--- config.mk ---
export PLATFORM = sky130hd
export DESIGN_NAME = uart_frame_parser
export DESIGN_NICKNAME = d
export VERILOG_FILES = /design/src/rtl/frame_pkg.sv /design/src/rtl/rx_byte_strobe.sv /design/src/rtl/uart_frame_parser.sv
export SDC_FILE = /design/constraint.sdc
export NUM_CORES = 1
export LEC_CHECK = 0
export ABC_CLOCK_PERIOD_IN_PS = 2620
export CAP_MARGIN = 20
export CELL_PAD_IN_SITES_DETAIL_PLACEMENT = 1
export CELL_PAD_IN_SITES_GLOBAL_PLACEMENT = 1
export CORE_AREA = 2 2 137 139
export DETAILED_ROUTE_END_ITERATION = 6
export DIE_AREA = 0 0 139 141
export PLACE_DENSITY_LB_ADDON = 0.1
export SLEW_MARGIN = 20
export SYNTH_ARGS = -nofsm -noshare
export SYNTH_HDL_FRONTEND = slang
export SYNTH_SLANG_ARGS = --single-unit
--- constraint.sdc ---
create_clock -name clk_Rx -period 2.62 [get_ports clk_Rx]
set_input_delay 0.393 -clock clk_Rx [delete_from_list [all_inputs] [get_ports clk_Rx]]
set_output_delay 0.393 -clock clk_Rx [all_outputs]
set_load 0.01 [all_outputs]
--- src/rtl/frame_pkg.sv ---
// Shared types and constants for the UART command-frame parser.
package frame_pkg;

  typedef enum logic [2:0] {
    StIdle,
    StAddr,
    StDath,
    StDatl,
    StChk
  } state_e;

  localparam logic [1:0] ERR_CHK = 2'b01;
  localparam logic [1:0] ERR_TMO = 2'b10;

  localparam logic [7:0] SYNC_BYTE_DEF = 8'hA5;
  localparam int unsigned FRAME_LEN = 5;

endpackage

--- src/rtl/rx_byte_strobe.sv ---
// One-cycle strobe on each rising edge of the receiver's byte-ready flag.
module rx_byte_strobe (
  input  logic clk_i,
  input  logic rst_ni,
  input  logic byte_rdy_i,
  output logic strb_o
);

  logic byte_rdy_q, byte_rdy_d;

  always_comb begin
    byte_rdy_d = byte_rdy_i;
  end

  always_ff @(posedge clk_i or negedge rst_ni) begin
    if (!rst_ni) begin
      byte_rdy_q <= 1'b0;
    end else begin
      byte_rdy_q <= byte_rdy_d;
    end
  end

  assign strb_o = byte_rdy_i & ~byte_rdy_q;

endmodule

--- src/rtl/uart_frame_parser.sv ---
// Assembles SYNC/ADDR/DATA_H/DATA_L/CHK frames, checks the XOR sum and issues register writes.
module uart_frame_parser
  import frame_pkg::*;
#(
  parameter logic [7:0]  SYNC_BYTE   = SYNC_BYTE_DEF,
  parameter int unsigned TIMEOUT_CYC = 2_000_000,
  parameter int unsigned CNT_W       = 16
) (
  input  logic             clk_Rx,
  input  logic             rst_n,
  input  logic [7:0]       byte_in,
  input  logic             byte_rdy,
  output logic             wr_en,
  output logic [7:0]       wr_addr,
  output logic [15:0]      wr_data,
  output logic             frame_err,
  output logic [1:0]       err_code,
  output logic             busy,
  output logic [CNT_W-1:0] frame_ok_cnt,
  output logic [CNT_W-1:0] frame_err_cnt
);

  localparam int unsigned TmrW = $clog2(TIMEOUT_CYC) + 1;
  localparam logic [TmrW-1:0] TmrLast = TmrW'(TIMEOUT_CYC - 1);

  logic strb;

  rx_byte_strobe u_strobe (
    .clk_i      (clk_Rx),
    .rst_ni     (rst_n),
    .byte_rdy_i (byte_rdy),
    .strb_o     (strb)
  );

  state_e           state_q, state_d;
  logic [TmrW-1:0]  timer_q, timer_d;
  logic [7:0]       addr_q, addr_d, dh_q, dh_d, dl_q, dl_d, chk_q, chk_d;
  logic             wr_en_q, wr_en_d, frame_err_q, frame_err_d, busy_q, busy_d;
  logic [7:0]       wr_addr_q, wr_addr_d;
  logic [15:0]      wr_data_q, wr_data_d;
  logic [1:0]       err_code_q, err_code_d;
  logic [CNT_W-1:0] ok_cnt_q, ok_cnt_d, err_cnt_q, err_cnt_d;
  logic [CNT_W-1:0] err_cnt_inc;

  assign err_cnt_inc = (err_cnt_q == '1) ? err_cnt_q : err_cnt_q + CNT_W'(1);

  always_comb begin
    state_d     = state_q;
    addr_d      = addr_q;
    dh_d        = dh_q;
    dl_d        = dl_q;
    chk_d       = chk_q;
    wr_en_d     = 1'b0;
    frame_err_d = 1'b0;
    wr_addr_d   = wr_addr_q;
    wr_data_d   = wr_data_q;
    err_code_d  = err_code_q;
    ok_cnt_d    = ok_cnt_q;
    err_cnt_d   = err_cnt_q;
    timer_d     = (state_q == StIdle || strb) ? '0 : timer_q + TmrW'(1);

    unique case (state_q)
      StIdle: if (strb && byte_in == SYNC_BYTE) state_d = StAddr;
      StAddr: if (strb) begin
        addr_d  = byte_in;
        chk_d   = byte_in;
        state_d = StDath;
      end
      StDath: if (strb) begin
        dh_d    = byte_in;
        chk_d   = chk_q ^ byte_in;
        state_d = StDatl;
      end
      StDatl: if (strb) begin
        dl_d    = byte_in;
        chk_d   = chk_q ^ byte_in;
        state_d = StChk;
      end
      StChk: if (strb) begin
        state_d = StIdle;
        if (byte_in == chk_q) begin
          wr_en_d   = 1'b1;
          wr_addr_d = addr_q;
          wr_data_d = {dh_q, dl_q};
          ok_cnt_d  = ok_cnt_q + CNT_W'(1);
        end else begin
          frame_err_d = 1'b1;
          err_code_d  = ERR_CHK;
          err_cnt_d   = err_cnt_inc;
        end
      end
      default: state_d = StIdle;
    endcase

    // A strobe in the expiry cycle takes priority over the timeout.
    if (state_q != StIdle && !strb && timer_q == TmrLast) begin
      state_d     = StIdle;
      timer_d     = '0;
      frame_err_d = 1'b1;
      err_code_d  = ERR_TMO;
      err_cnt_d   = err_cnt_inc;
    end

    busy_d = (state_d != StIdle);
  end

  always_ff @(posedge clk_Rx or negedge rst_n) begin
    if (!rst_n) begin
      state_q     <= StIdle;
      timer_q     <= '0;
      addr_q      <= '0;
      dh_q        <= '0;
      dl_q        <= '0;
      chk_q       <= '0;
      wr_en_q     <= 1'b0;
      frame_err_q <= 1'b0;
      busy_q      <= 1'b0;
      wr_addr_q   <= '0;
      wr_data_q   <= '0;
      err_code_q  <= '0;
      ok_cnt_q    <= '0;
      err_cnt_q   <= '0;
    end else begin
      state_q     <= state_d;
      timer_q     <= timer_d;
      addr_q      <= addr_d;
      dh_q        <= dh_d;
      dl_q        <= dl_d;
      chk_q       <= chk_d;
      wr_en_q     <= wr_en_d;
      frame_err_q <= frame_err_d;
      busy_q      <= busy_d;
      wr_addr_q   <= wr_addr_d;
      wr_data_q   <= wr_data_d;
      err_code_q  <= err_code_d;
      ok_cnt_q    <= ok_cnt_d;
      err_cnt_q   <= err_cnt_d;
    end
  end

  assign wr_en         = wr_en_q;
  assign wr_addr       = wr_addr_q;
  assign wr_data       = wr_data_q;
  assign frame_err     = frame_err_q;
  assign err_code      = err_code_q;
  assign busy          = busy_q;
  assign frame_ok_cnt  = ok_cnt_q;
  assign frame_err_cnt = err_cnt_q;

endmodule

**Word level (Yosys, flattened, before mapping)**

Index checks and enable logic that the tools add are counted.

- Flip-flop bits (word level): 119

- Multiplexer cells: 28
- Bitwise operators: 3
- $add $sub $neg: 3
- Reduce and logical (&&, ||, !) cells: 18
- Equality and inequality tests: 11

Operator list:

| operator | number |
|---|---|
| 16-bit two-way mux | 5 |
| 22-bit two-way mux | 2 |
| 16-bit by 1-bit adder with 16-bit output (second input constant) | 2 |
| 22-bit by 1-bit adder with 22-bit output (second input constant) | 1 |
| 22-bit by 21-bit == test with 1-bit output (second input constant) | 1 |
| 3-bit two-way mux | 6 |
| 16-bit == test (second input constant) | 1 |
| 8-bit two-way mux | 2 |
| 8-bit one-hot mux with 2 select lines | 1 |
| 3-bit one-hot mux with 5 select lines | 1 |
| 3-bit AND reduction | 3 |
| 8-bit == test | 1 |
| 8-bit == test (second input constant) | 1 |
| 2-bit two-way mux | 4 |
| 8-bit XOR | 1 |
| 1-bit two-way mux | 7 |
| 3-bit by 2-bit == test with 1-bit output (second input constant) | 2 |
| 2-bit AND reduction | 3 |
| 2-bit nonzero test | 3 |
| 3-bit nonzero test | 2 |
| 2-bit by 1-bit inequality test with 1-bit output (second input constant) | 2 |
| 3-bit by 1-bit == test with 1-bit output (second input constant) | 1 |
| 3-bit == test (second input constant) | 1 |
| 1-bit logical AND | 3 |
| other kinds (7) | 7 |

**Logic depth before layout (Yosys ltp)**

- Depth after elaboration: 7
- Gate-level depth with buffers: 7

**By module**

From an unflattened synthesis, not the netlist that was laid out.

- Cells, all modules: 498
- Area, all modules: 5,353.9 µm²

Modules (own cells, without submodules):

| module | cells an instance | seq. area each (µm²) | area an instance (µm²) | instances |
|---|---|---|---|---|
| uart_frame_parser | 496 | 2,952.8 | 5,315.1 | 1 |
| rx_byte_strobe | 2 | 25.0 | 38.8 | 1 |

**Least setup slack after synthesis**

No wires, ideal clock.

- Path type: flip-flop to flip-flop
- From: register timer_q[0]
- To: register err_cnt_q[1], in the netlist frame_err_cnt[1]
- Stages on the path, launching flop included: 8
- Setup time: 0.128 ns
- Path slack: 0.689 ns
- Arrival time: 1.803 ns
- Required time: 2.492 ns
- Path through: dfrtp_1 ha_1 nand3_2 nor4_4 nand3_2 buf_6 a21oi_4 mux2_1

- Word-level cells in the longest chain between the ends: 4
- Elaborated cells between the ends (all ways): 7
- Classes of those cells: eq/ne: 2; mux: 1; reduce/logical: 4

Ends and longest elaborated chain:

| element | RTL line | source |
|---|---|---|
| from (decl) | uart_frame_parser.sv:36 | `logic [TmrW-1:0] timer_q, timer_d;` |
| from (signal assigned) | uart_frame_parser.sv:125 | `timer_q <= timer_d;` |
| 22-bit by 21-bit == test with 1-bit output * | uart_frame_parser.sv:96 | `if (state_q != StIdle && !strb && timer_q == TmrLast) begin` |
| 1-bit logical AND * | uart_frame_parser.sv:96 |  |
| 2-bit by 1-bit inequality test with 1-bit output (no line) or 2-bit nonzero test (tied branches) | n/a |  |
| 3-bit AND reduction (no line) | n/a |  |
| to (signal assigned) | uart_frame_parser.sv:137 | `err_cnt_q <= err_cnt_d;` |
| to (decl) | uart_frame_parser.sv:42 | `logic [CNT_W-1:0] ok_cnt_q, ok_cnt_d, err_cnt_q, err_cnt_d;` |

Every way passes the cells marked *; elsewhere a longest branch is shown, timed or not.
A chain may end at the register's enable or synchronous reset.

**Worst setup path after layout**

- From: register timer_q[0]
- To: register err_cnt_q[6], in the netlist frame_err_cnt[6]

Same word-level chain as after synthesis.

==> run_results.csv <==
group,metric,value,unit
clocking,cts_setup_buffers,0,
placement,dp_cells,741,
global_route,track_usage,0.142,
floorplan,core,0.0183,mm²
detailed_routing,ant_nets,0,
power_and_ir_drop,seqPwrFrac,0.448,
yosys,synth_most_common_cell,"dfrtp_1",
yosys,yosys-top-cells-area,"dfrtp_1 55%, mux2_2 10%, xor2_1 6.0%",
clocking,clock_latency,410,ps
setup_path,slowest_delay,390,ps
floorplan,initial_core_util,0.294,
run_status,violations,"negative hold slack",
job,drv_cap,0,
timing,skew,11.5,ps
timing,finalSetupViolations,0,
yosys,synthXorXnorAreaFrac,0.109,
setup_path,cp_max_fo,22,
clocking,root_buffer,"clkbuf_16",
power_and_ir_drop,power.switching,0.00137,W
clocking,cts_num_sinks,119,
setup_path,cp.required,2950,ps
timing,hold_slack,-2.17,ps
yosys,synthAdderAreaFrac,0.00698,
cells_and_area,syn2layout_area_growth,30.5,%
cells_and_area,fillers,1983,
timing,worst_pin_slew,743,ps
min_path,hp-class,"input pin to async pin",
floorplan,die_h,141,µm
power_and_ir_drop,p_int,0.00377,W
setup_path,worstPathArrival,2450,ps
yosys,synthArstFlopShare,1.00,
timing,fin_crit,2120,ps
clocking,cts_buffer_depth,2,
clocking,cts_max_level,4,
yosys,syn_avg_cell_area,12.7,µm²
placement,place.gp.congestion,0.762,
detailed_routing,drc,0,
clocking,cts_hold_buf,0,
timing,rsz0062_at_grt,"no",
setup_path,regToRegStartpoint,"timer_q[0]",
floorplan,die_area,0.0196,mm²
global_route,grt_pass1_vias,4039,
setup_path,worst_setup_path_start_kind,"register",
timing,slew_violations,0,
clocking,clk_pin_slew,60,ps
setup_path,crit_path_end_kind,"register",
yosys,synth_edf_count,0,
yosys,syn-cell-area,0.00537,mm²
clocking,cts_resized,0,
yosys,yosysTopAreaCellShare,0.554,
floorplan,die_width,139,µm
timing,fin_crit_sh,0.810,
detailed_routing,routed_wl,12700,µm
setup_path,cp_num_buf_inv,1,
power_and_ir_drop,vdd_drop_max,0.435,mV
placement,io_buffers,71,
timing,fmax,0.471,GHz
setup_path,worst_path_max_delay_cell,"dfrtp_1",
power_and_ir_drop,power.total,0.00514,W
floorplan,io_pins,72,
yosys,synthMuxAreaShare,0.105,
power_and_ir_drop,power.leakage,3.11,nW
cells_and_area,drive_gt1_frac,0.246,
detailed_routing,avgViaCountPerCell,4.64,
yosys,synth_common_cells,"119 x dfrtp_1, 49 x mux2_2, 37 x nand2_1, 37 x xor2_1, 30 x xnor2_1",
yosys,syn-num-nets,438,
clocking,cts_made_buffers,17,
power_and_ir_drop,pwr_density_cell,733,mW/mm²
yosys,yosysSeqAreaShare,0.554,
clocking,cts_tree,"done",
yosys,ys.warnings.count,0,
placement,post-dp-hpwl,8820,µm
global_route,antenna_found_initial,0,
detailed_routing,drt-wirelength-per-cell,16.5,µm
yosys,yosys.area_share.simple,0.155,
yosys,yosys.area.top_type,"dfrtp_1",
setup_path,crit_chain,"ha_1 > nand3_2 > nor4_4 > nand3_2 > buf_4 > a2111oi_2 > xor2_1",
timing,setup_ws,498,ps
yosys,ys_seq_elements,119,
cells_and_area,nNetsFinal,540,
timing,fin_tns_setup,0,ps
detailed_routing,dr.pass1.iters,4,
cells_and_area,antenna_cells,0,
cells_and_area,final-instance-count-excl-fill,771,
global_route,grt_max_degree,43,
setup_path,startpoint,"timer_q[0]",
setup_path,cp_top_family,"simple AND/OR/NAND/NOR gates",
yosys,synth_compound_area_frac,0.0475,
timing,finalHoldViolCount,2,
setup_path,crit_top_cell,"nand3_2",
run_status,outcome,"finished with violations",
detailed_routing,vias,3580,
detailed_routing,first_iter_violations,86,
power_and_ir_drop,combPwrFrac,0.144,
power_and_ir_drop,swShare,0.267,
setup_path,path_class,"register to register",
floorplan,num_rows,50,
global_route,grt_remaining_overflow,0,
yosys,ys_types,46,
yosys,synthesis.instances,424,
placement,pre_cts_ws,115,ps
timing,maxSlewHeadroom,0.500,
global_route,grt_pass1_wl,21800,µm
cells_and_area,final-seq-area,0.00298,mm²
cells_and_area,multi_input_area,0.00227,mm²
power_and_ir_drop,power_frac_clock,0.408,
yosys,ys.flop_type,"dfrtp_1",
setup_path,r2r_slack,500,ps
yosys,synth_top_family_by_area,"simple AND/OR/NAND/NOR gates",
power by group through the flow:
stage | Sequential [W] | Combinational [W] | Clock (W)
2_1_floorplan | 0.00224 | 0.000572 | 0
3_3_place_gp | 0.00233 | 0.000727 | 0
3_5_place_dp | 0.00234 | 0.000749 | 0
4_1_cts | 0.00231 | 0.000758 | 0.00216
5_1_grt | 0.00234 | 0.000827 | 0.00226
6_report | 0.00230 | 0.000741 | 0.00210
routing by layer:
metal  track usage  up-vias  wire length (µm)
li1              -     1673                 -
met1         0.188     1838              6110
met2         0.225       55              6000
met3        0.0323       14               403
met4        0.0574        0               198
met5             0        -                 0
area by class of cell:
class	count	share of cell area
clock inverter	10	0.0118
sequential	119	0.425
timing repair buffer	96	0.131
multi-input combinational	287	0.324
tap	234	0.0417
clock buffer	20	0.0637
inverter	5	0.00268
per-stage QoR:
stage	utilization	instance area, µm²
after floorplan	-	5370
after global placement	0.355	6480
after detailed placement	0.355	6480
after CTS	0.384	7010
after global routing	0.384	7010
final	0.384	7010
placed cells by master, fill, tap and decap left out, types with 2 or more instances in the layout:
master and instances:
dfrtp_1 119, clkdlybuf4s50_1 70, mux2_2 49, nand2_1 37
xor2_1 37, xnor2_1 30, nor2_1 29, buf_4 24
nand4_1 19, clkbuf_16 17, nand3_1 16, a211oi_2 11
and3_1 10, clkinv_2 6, nor3_1 5, inv_1 5
a21oi_1 3, ha_1 3, clkinvlp_4 3, nand3_2 2
nand3_4 2, nand4bb_1 2, nor4_4 2, nor4b_1 2
nor4_1 2, or2_2 2, a21boi_0 2, nand4_2 2
and2_1 2, a2111oi_2 2, clkbuf_1 2, buf_12 2
worst paths after layout:
| check | endpoint | depth (start not counted) |
|---|---|---|
| max | frame_err_cnt[6] | 7 |
| min | frame_ok_cnt[1] | 1 |
| max reg2reg | frame_err_cnt[6] | 7 |
| min reg2reg | frame_ok_cnt[15] | 1 |
| max in group asynchronous | frame_err_cnt[4] | 2 |
| min in group clk_Rx | frame_ok_cnt[15] | 1 |
state kept, by name, summed over array words and instances (netlist names), 2 cells and up:
signal / cells
err_code: 2
dh_q: 8
state_q: 3
timer_q: 22
wr_data: 16
wr_addr: 8
addr_q: 8
chk_q: 8
frame_ok_cnt: 16
frame_err_cnt: 16
dl_q: 8
kinds of logic (layout without fill, tap and decap cells):
| family | count (synthesis) | in the layout |
|---|---|---|
| adder cells (fa/ha/maj) | 3 | 3 |
| XOR/XNOR | 67 | 67 |
| multiplexers | 50 | 50 |
| buffers and inverters | 18 | 131 |
| AO/OA/AOI/OAI | 23 | 23 |
| flip-flops | 119 | 119 |
| AND/OR/NAND/NOR | 144 | 144 |
No activity file was read; power rests on OpenSTA's default activity.
